===== src/rtl/mem_access_stage_pkg.sv =====
// Shared encodings for the MEM stage: access widths, write-back source select
// and the access FSM states.
package mem_access_stage_pkg;

  typedef enum logic [1:0] {
    WIDTH_BYTE     = 2'b00,
    WIDTH_HALF     = 2'b01,
    WIDTH_WORD     = 2'b10,
    WIDTH_WORD_ALT = 2'b11
  } mem_width_e;

  typedef enum logic [1:0] {
    SRC_ALU     = 2'b00,
    SRC_MEM     = 2'b01,
    SRC_PC      = 2'b10,
    SRC_ALU_ALT = 2'b11
  } reg_src_e;

  typedef enum logic [1:0] {
    ST_IDLE   = 2'b00,
    ST_ACCESS = 2'b01,
    ST_DONE   = 2'b10
  } state_e;

endpackage


===== src/rtl/mem_access_stage_align_unit.sv =====
// Combinational byte-lane steering for stores and lane extraction/extension
// for loads, plus the misalignment check for the access width.
module mem_align_unit
  import mem_access_stage_pkg::*;
(
  input  logic [1:0]  addr_lo_i,
  input  logic [1:0]  width_i,
  input  logic        sign_extend_i,
  input  logic [31:0] store_data_i,
  input  logic [31:0] rdata_i,
  output logic [3:0]  be_o,
  output logic [31:0] wdata_o,
  output logic [31:0] load_data_o,
  output logic        misaligned_o
);

  logic [31:0] shifted;

  always_comb begin
    shifted      = rdata_i >> {addr_lo_i, 3'b000};
    be_o         = 4'b1111;
    wdata_o      = store_data_i;
    load_data_o  = rdata_i;
    misaligned_o = 1'b0;
    case (width_i)
      WIDTH_BYTE: begin
        be_o        = 4'b0001 << addr_lo_i;
        wdata_o     = {4{store_data_i[7:0]}};
        load_data_o = {{24{sign_extend_i & shifted[7]}}, shifted[7:0]};
      end
      WIDTH_HALF: begin
        be_o         = 4'b0011 << {addr_lo_i[1], 1'b0};
        wdata_o      = {2{store_data_i[15:0]}};
        load_data_o  = {{16{sign_extend_i & shifted[15]}}, shifted[15:0]};
        misaligned_o = addr_lo_i[0];
      end
      // Both word encodings pass the read word through untouched.
      default: misaligned_o = (addr_lo_i != 2'b00);
    endcase
  end

endmodule


===== src/rtl/mem_access_stage.sv =====
// MEM stage: runs loads/stores over the dmem req/ack port, stalls upstream while
// an access is outstanding, and registers the MEM/WB result.
module mem_access_stage
  import mem_access_stage_pkg::*;
#(
  parameter int unsigned TIMEOUT = 255,
  parameter int unsigned CNT_W   = 8
) (
  input  logic        clk,
  input  logic        rst_n,
  input  logic        valid_i,
  input  logic [31:0] advance_pc_i,
  input  logic [31:0] alu_result_i,
  input  logic [31:0] reg_2_data_i,
  input  logic        reg_write_i,
  input  logic [4:0]  rd_i,
  input  logic [1:0]  mem_width_i,
  input  logic        mem_sign_extend_i,
  input  logic [1:0]  reg_src_i,
  input  logic        mem_write_i,
  output logic        dmem_req_o,
  output logic        dmem_we_o,
  output logic [31:0] dmem_addr_o,
  output logic [3:0]  dmem_be_o,
  output logic [31:0] dmem_wdata_o,
  input  logic        dmem_ack_i,
  input  logic [31:0] dmem_rdata_i,
  output logic        stall_o,
  output logic        valid_o,
  output logic [31:0] wb_data_o,
  output logic        reg_write_o,
  output logic [4:0]  rd_o,
  output logic        misalign_o,
  output logic        bus_err_o
);

  localparam logic [CNT_W:0] TO_LIMIT = (CNT_W + 1)'(TIMEOUT);

  state_e            state_q, state_d;
  logic [CNT_W-1:0]  cnt_q, cnt_d;
  logic [CNT_W:0]    cnt_inc;
  logic [31:0]       rdata_q, rdata_d;
  logic              err_q, err_d;
  logic              valid_q, valid_d;
  logic [31:0]       wb_q, wb_d;
  logic              rw_q, rw_d;
  logic [4:0]        rd_q, rd_d;
  logic              mis_q, mis_d;
  logic              berr_q, berr_d;

  logic              mem_op, is_load, misaligned, timeout;
  logic [31:0]       load_data, alu_or_pc;

  mem_align_unit u_align (
    .addr_lo_i     (alu_result_i[1:0]),
    .width_i       (mem_width_i),
    .sign_extend_i (mem_sign_extend_i),
    .store_data_i  (reg_2_data_i),
    .rdata_i       (rdata_q),
    .be_o          (dmem_be_o),
    .wdata_o       (dmem_wdata_o),
    .load_data_o   (load_data),
    .misaligned_o  (misaligned)
  );

  // Handshake: dmem_req_o rises on entry to ACCESS and holds, with we/addr/be/wdata
  // stable, until dmem_ack_i is seen high for one cycle (rdata valid that cycle)
  // or the timeout expires; ack outside ACCESS is ignored.
  assign mem_op      = valid_i && (mem_write_i || reg_src_i == SRC_MEM);
  assign is_load     = !mem_write_i && reg_src_i == SRC_MEM;
  assign cnt_inc     = {1'b0, cnt_q} + {{CNT_W{1'b0}}, 1'b1};
  assign timeout     = (TIMEOUT != 0) && (cnt_inc == TO_LIMIT);
  assign alu_or_pc   = (reg_src_i == SRC_PC) ? advance_pc_i : alu_result_i;
  assign dmem_we_o   = mem_write_i;
  assign dmem_addr_o = {alu_result_i[31:2], 2'b00};

  always_comb begin
    state_d    = state_q;
    cnt_d      = cnt_q;
    rdata_d    = rdata_q;
    err_d      = err_q;
    valid_d    = 1'b0;
    wb_d       = '0;
    rw_d       = 1'b0;
    rd_d       = '0;
    mis_d      = 1'b0;
    berr_d     = 1'b0;
    stall_o    = 1'b0;
    dmem_req_o = 1'b0;
    case (state_q)
      ST_IDLE: begin
        if (!mem_op) begin
          valid_d = valid_i;
          wb_d    = alu_or_pc;
          rw_d    = valid_i & reg_write_i;
          rd_d    = rd_i;
        end else if (misaligned) begin
          mis_d = 1'b1;
        end else begin
          stall_o = 1'b1;
          cnt_d   = '0;
          err_d   = 1'b0;
          state_d = ST_ACCESS;
        end
      end
      ST_ACCESS: begin
        dmem_req_o = 1'b1;
        stall_o    = 1'b1;
        cnt_d      = cnt_inc[CNT_W-1:0];
        if (dmem_ack_i) begin
          rdata_d = dmem_rdata_i;
          cnt_d   = '0;
          state_d = ST_DONE;
        end else if (timeout) begin
          rdata_d = '0;
          err_d   = 1'b1;
          berr_d  = 1'b1;
          state_d = ST_DONE;
        end
      end
      ST_DONE: begin
        valid_d = valid_i;
        rd_d    = rd_i;
        state_d = ST_IDLE;
        if (is_load) begin
          wb_d = err_q ? '0 : load_data;
          rw_d = valid_i & reg_write_i & !err_q;
        end else begin
          wb_d = alu_or_pc;
        end
      end
      default: state_d = ST_IDLE;
    endcase
  end

  always_ff @(posedge clk) begin
    if (!rst_n) begin
      state_q <= ST_IDLE;
      cnt_q   <= '0;
      rdata_q <= '0;
      err_q   <= 1'b0;
      valid_q <= 1'b0;
      wb_q    <= '0;
      rw_q    <= 1'b0;
      rd_q    <= '0;
      mis_q   <= 1'b0;
      berr_q  <= 1'b0;
    end else begin
      state_q <= state_d;
      cnt_q   <= cnt_d;
      rdata_q <= rdata_d;
      err_q   <= err_d;
      valid_q <= valid_d;
      wb_q    <= wb_d;
      rw_q    <= rw_d;
      rd_q    <= rd_d;
      mis_q   <= mis_d;
      berr_q  <= berr_d;
    end
  end

  assign valid_o     = valid_q;
  assign wb_data_o   = wb_q;
  assign reg_write_o = rw_q;
  assign rd_o        = rd_q;
  assign misalign_o  = mis_q;
  assign bus_err_o   = berr_q;

endmodule


===== config.mk =====
export PLATFORM = sky130hd
export DESIGN_NAME = mem_access_stage
export DESIGN_NICKNAME = d
export VERILOG_FILES = /design/src/rtl/mem_access_stage_pkg.sv /design/src/rtl/mem_access_stage_align_unit.sv /design/src/rtl/mem_access_stage.sv
export SDC_FILE = /design/constraint.sdc
export NUM_CORES = 1
export LEC_CHECK = 0
export ABC_CLOCK_PERIOD_IN_PS = 1920
export CORE_MARGIN = 5
export CORE_UTILIZATION = 42
export DETAILED_ROUTE_END_ITERATION = 6
export PLACE_DENSITY = 0.81
export SLEW_MARGIN = 25
export SYNTH_ARGS = -nofsm -noshare
export SYNTH_HDL_FRONTEND = slang
export SYNTH_SLANG_ARGS = --single-unit

===== constraint.sdc =====
create_clock -name clk -period 1.92 [get_ports clk]
set_input_delay 0.288 -clock clk [delete_from_list [all_inputs] [get_ports clk]]
set_output_delay 0.288 -clock clk [all_outputs]
set_load 0.01 [all_outputs]

==> metrics.md <==
| Metric | Value |
|---|---|
| CP dominant cell by count | clkdlybuf4s50_1 |
| Rel. slew slack | around 64% |
| WL/cell | between 20 and 25 um |
| Final Cell Area | around 8600 sq um |
| Final max-slew violation count | 0 |
| Longest Clk Path Bufs | 2 |
| Number of global-route vias before repair | between 5,000 and 6,000 |
| Nets | 997 |
| Family with the most delay on the worst path | buffers and inverters |
| Grt total ovfl | 0 |
| Async set-reset flop share out of synthesis | 0% |
| Largest net degree at the start of global routing | 34 |
| Drt total wl | about 21 mm |
| Final cycle utilization of the critical path | 99.5% |
| Post-Syn Area | 5390 sq um |
| Site Rows | a little over 40 |
| CP arrival | between 1500 and 2000 ps |
| Net switching power | around 0.0014 W |
| Area after DPL | roughly 8000 sq um |
| Cells on worst reg2reg path | 5 |
| Seq/Total Area, Yosys | between 30% and 40% |
| Ys flop type | dfxtp_1 |
| Vias | roughly 6,000 |
| Final Hold Fails | 0 |
| Most common cell after layout, fill and taps aside | clkdlybuf4s50_1 |
| DRC | 0 |
| Crit Path Class | in2out |
| Antenna violations before repair | 0 |
| Vias/cell | between 5 and 6 |
| VDD IR max | around 0.54 mV |
| 1st-iter DRT viols | between 700 and 800 |
| Core area | between 10,000 and 15,000 sq um |
| 1st-pass router iterations | 5 |
| # IOs | between 200 and 300 |
| Antenna fix cells | 0 |
| Die area | 15,200 sq um |
| Clk_lat worst skew | between 300 and 400 ps |
| Clock Sinks | 84 |
| Global-route wire length before repair | ~31 mm |
| Clock-pin slew on the worst setup and hold paths | approximately 60 ps |
| Detail Route Antenna Nets | 0 |
| Least-Margin Pin Slew | roughly 540 ps |
| Outcome | complete, no violations |
| #FFs+latches synth | 84 |
| Seq pwr share | between 30% and 40% |
| Type of origin of the critical path | primary input |
| Avg Cell Area, Syn | 8.74 sq um |
| P_leak | between 3 and 4 nW |
| Clock skew | 10.1 ps |
| CTS tree | built |
| Share of cells above drive strength 1 | about a fifth |
| P per Cell Area | 564 nW/um^2 |
| Die Wd | approximately 120 um |
| Placer Congestion | around 0.93 |
| Min-delay worst type | reg2reg |
| CP bufs+invs | 3 |
| EDFF count, synth | 0 |
| H-Tree Level Count | 3 |
| PortBufs | 253 |
| Number of buffers created by CTS | 9 |
| Slowest stage delay, CP | approximately 480 ps |
| Gate power share | 27.3% |
| Critical Path Fanout Max | 3 |
| Netlist cell types | just over 60 |
| Switching share of power | ~28% |
| Slowest-stage cell, CP | clkdlybuf4s50_1 |
| Syn Inst Count | a little over 600 |
| Max Freq | about 520 MHz |
| Final setup fails | 0 |
| Total Power | between 0.004 and 0.005 W |
| Area delta synth->final | 59.1% |
| Final min period | about 1900 ps |
| Levels on crit path | 4 |
| Clock power frac | around 34% |
| CP required | roughly 1600 ps |
| Clock root cell | clkbuf_16 |
| DP HPWL | 16.0 mm |
| Number of max-cap violations | 0 |
| Most frequent cells in the layout | clkdlybuf4s50_1 (229), dfxtp_1 (80), o21ai_0 (62) |
| Initial Util | 42.7% |
| Setup crit end kind | primary output |
| Hold Path Depth | 2 |
| Crit-path cells | clkdlybuf4s50_1, buf_4, mux2_2, clkdlybuf4s50_1 |
| Cell internal pwr | 0.00348 W |
| GRT Util Overall | 25.8% |
| Ys Warns | 0 |
| Die H | ~120 um |
[what timing repair did]
action                                  CTS  global route
setup buffers                             0             0
hold endpoints to repair                  0             0
gates resized for setup                  36            19
pin swaps                                 2             1
gates cloned                              1             1
hold buffers                              0             0
endpoints found under the setup margin   48            56
[worst reg2reg max path: cells and delay by family (launching register included)]
kind | cells | cell delay (ps)
buf+inv | 1 | 230
flops | 1 | 400
compound gates | 2 | 410
simple gates | 2 | 620
[power by group through the flow]
| stage | Clock [W] | Sequential, W | Combinational [W] |
|---|---|---|---|
| 6_report | 0.00165 | 0.00186 | 0.00132 |
| 5_1_grt | 0.00176 | 0.00187 | 0.00140 |
| 4_1_cts | 0.00168 | 0.00186 | 0.00131 |
| 3_5_place_dp | 0 | 0.00190 | 0.00130 |
| 3_3_place_gp | 0 | 0.00190 | 0.00127 |
| 2_1_floorplan | 0 | 0.00191 | 0.000533 |
[stage by stage]
stage                     util (%)  setup WS, ps  setup TNS [ps]  hold slack [ps]  std cells
final                         68.0          10.5               0              505       1028
after global routing          68.0         -65.2           -65.2              496       1028
after CTS                     67.3          3.88               0              496       1027
after detailed placement      64.6          -495          -22730              510       1010
after global placement        64.6          -483          -19590              493       1010
after floorplan                  -           144               0              410        618
[cells in the mapped netlist, types with 7 or more instances]
cell       instances  area share [%]
nand2_1           24             1.7
mux2i_1           32             5.9
nor2_1            12            0.84
a32oi_1           16             2.6
clkbuf_1          36             2.5
o211ai_1           7            0.97
o21ai_0           62             5.8
a31oi_1           34             3.9
nand3_1            7            0.65
dfxtp_1           84              31
o221ai_1           8             1.3
a21oi_1           34             3.2
mux2_2            34             7.1
inv_1              8            0.56
buf_4             43             6.0
and3_2            30             4.2
nand2b_1           7            0.81
a311oi_1          33             5.4
buf_2             11             1.0
nand3b_1          14             1.9
and2_1            13             1.5
a2bb2oi_1          7             1.1
[state kept, by name, indices dropped and copies added, names as in the netlist]
register     flops
rdata_q         32
misalign_o       1
state_q          2
reg_write_o      1
bus_err_o        1
wb_data_o       32
rd_o             5
cnt_q            8
valid_o          1
err_q            1
[final cells by class]
cell class / instances / area [sq um]
flip-flops and latches: 84 / 1690
repair buffers: 324 / 3220
clock inverters: 6 / 47.5
fillers: 1000 / 4040
multi-input cells: 424 / 3140
clock buffers: 10 / 229
well taps: 172 / 215
inverters: 8 / 30.0
[path summary, 6_finish.rpt]
kind                    from               end  slack [ps]
max          reg_2_data_i[6]  dmem_wdata_o[22]          10
max reg2reg         cnt_q[3]        rdata_q[6]         120
min reg2reg         cnt_q[1]          cnt_q[1]         510
min                 cnt_q[1]          cnt_q[1]         510
[cell families after synthesis]
group	count (synthesis)	share of synthesized area, %
AO/OA/AOI/OAI	219	27.2
XOR/XNOR	2	0.325
adder cells (fa/ha/maj)	2	0.464
buffers and inverters	110	12.0
flip-flops	84	31.2
multiplexers	67	13.5
other	1	0.0696
AND/OR/NAND/NOR	132	15.3
[layer usage]
| metal | track usage, % | routed length (um) | up-vias |
|---|---|---|---|
| li1 | - | - | 2781 |
| met1 | 33.0 | 8240 | 2854 |
| met2 | 42.8 | 10300 | 328 |
| met3 | 6.91 | 1910 | 41 |
| met4 | 7.20 | 483 | 0 |
| met5 | 0 | 0 | - |
(Power assumes the default switching activity.)
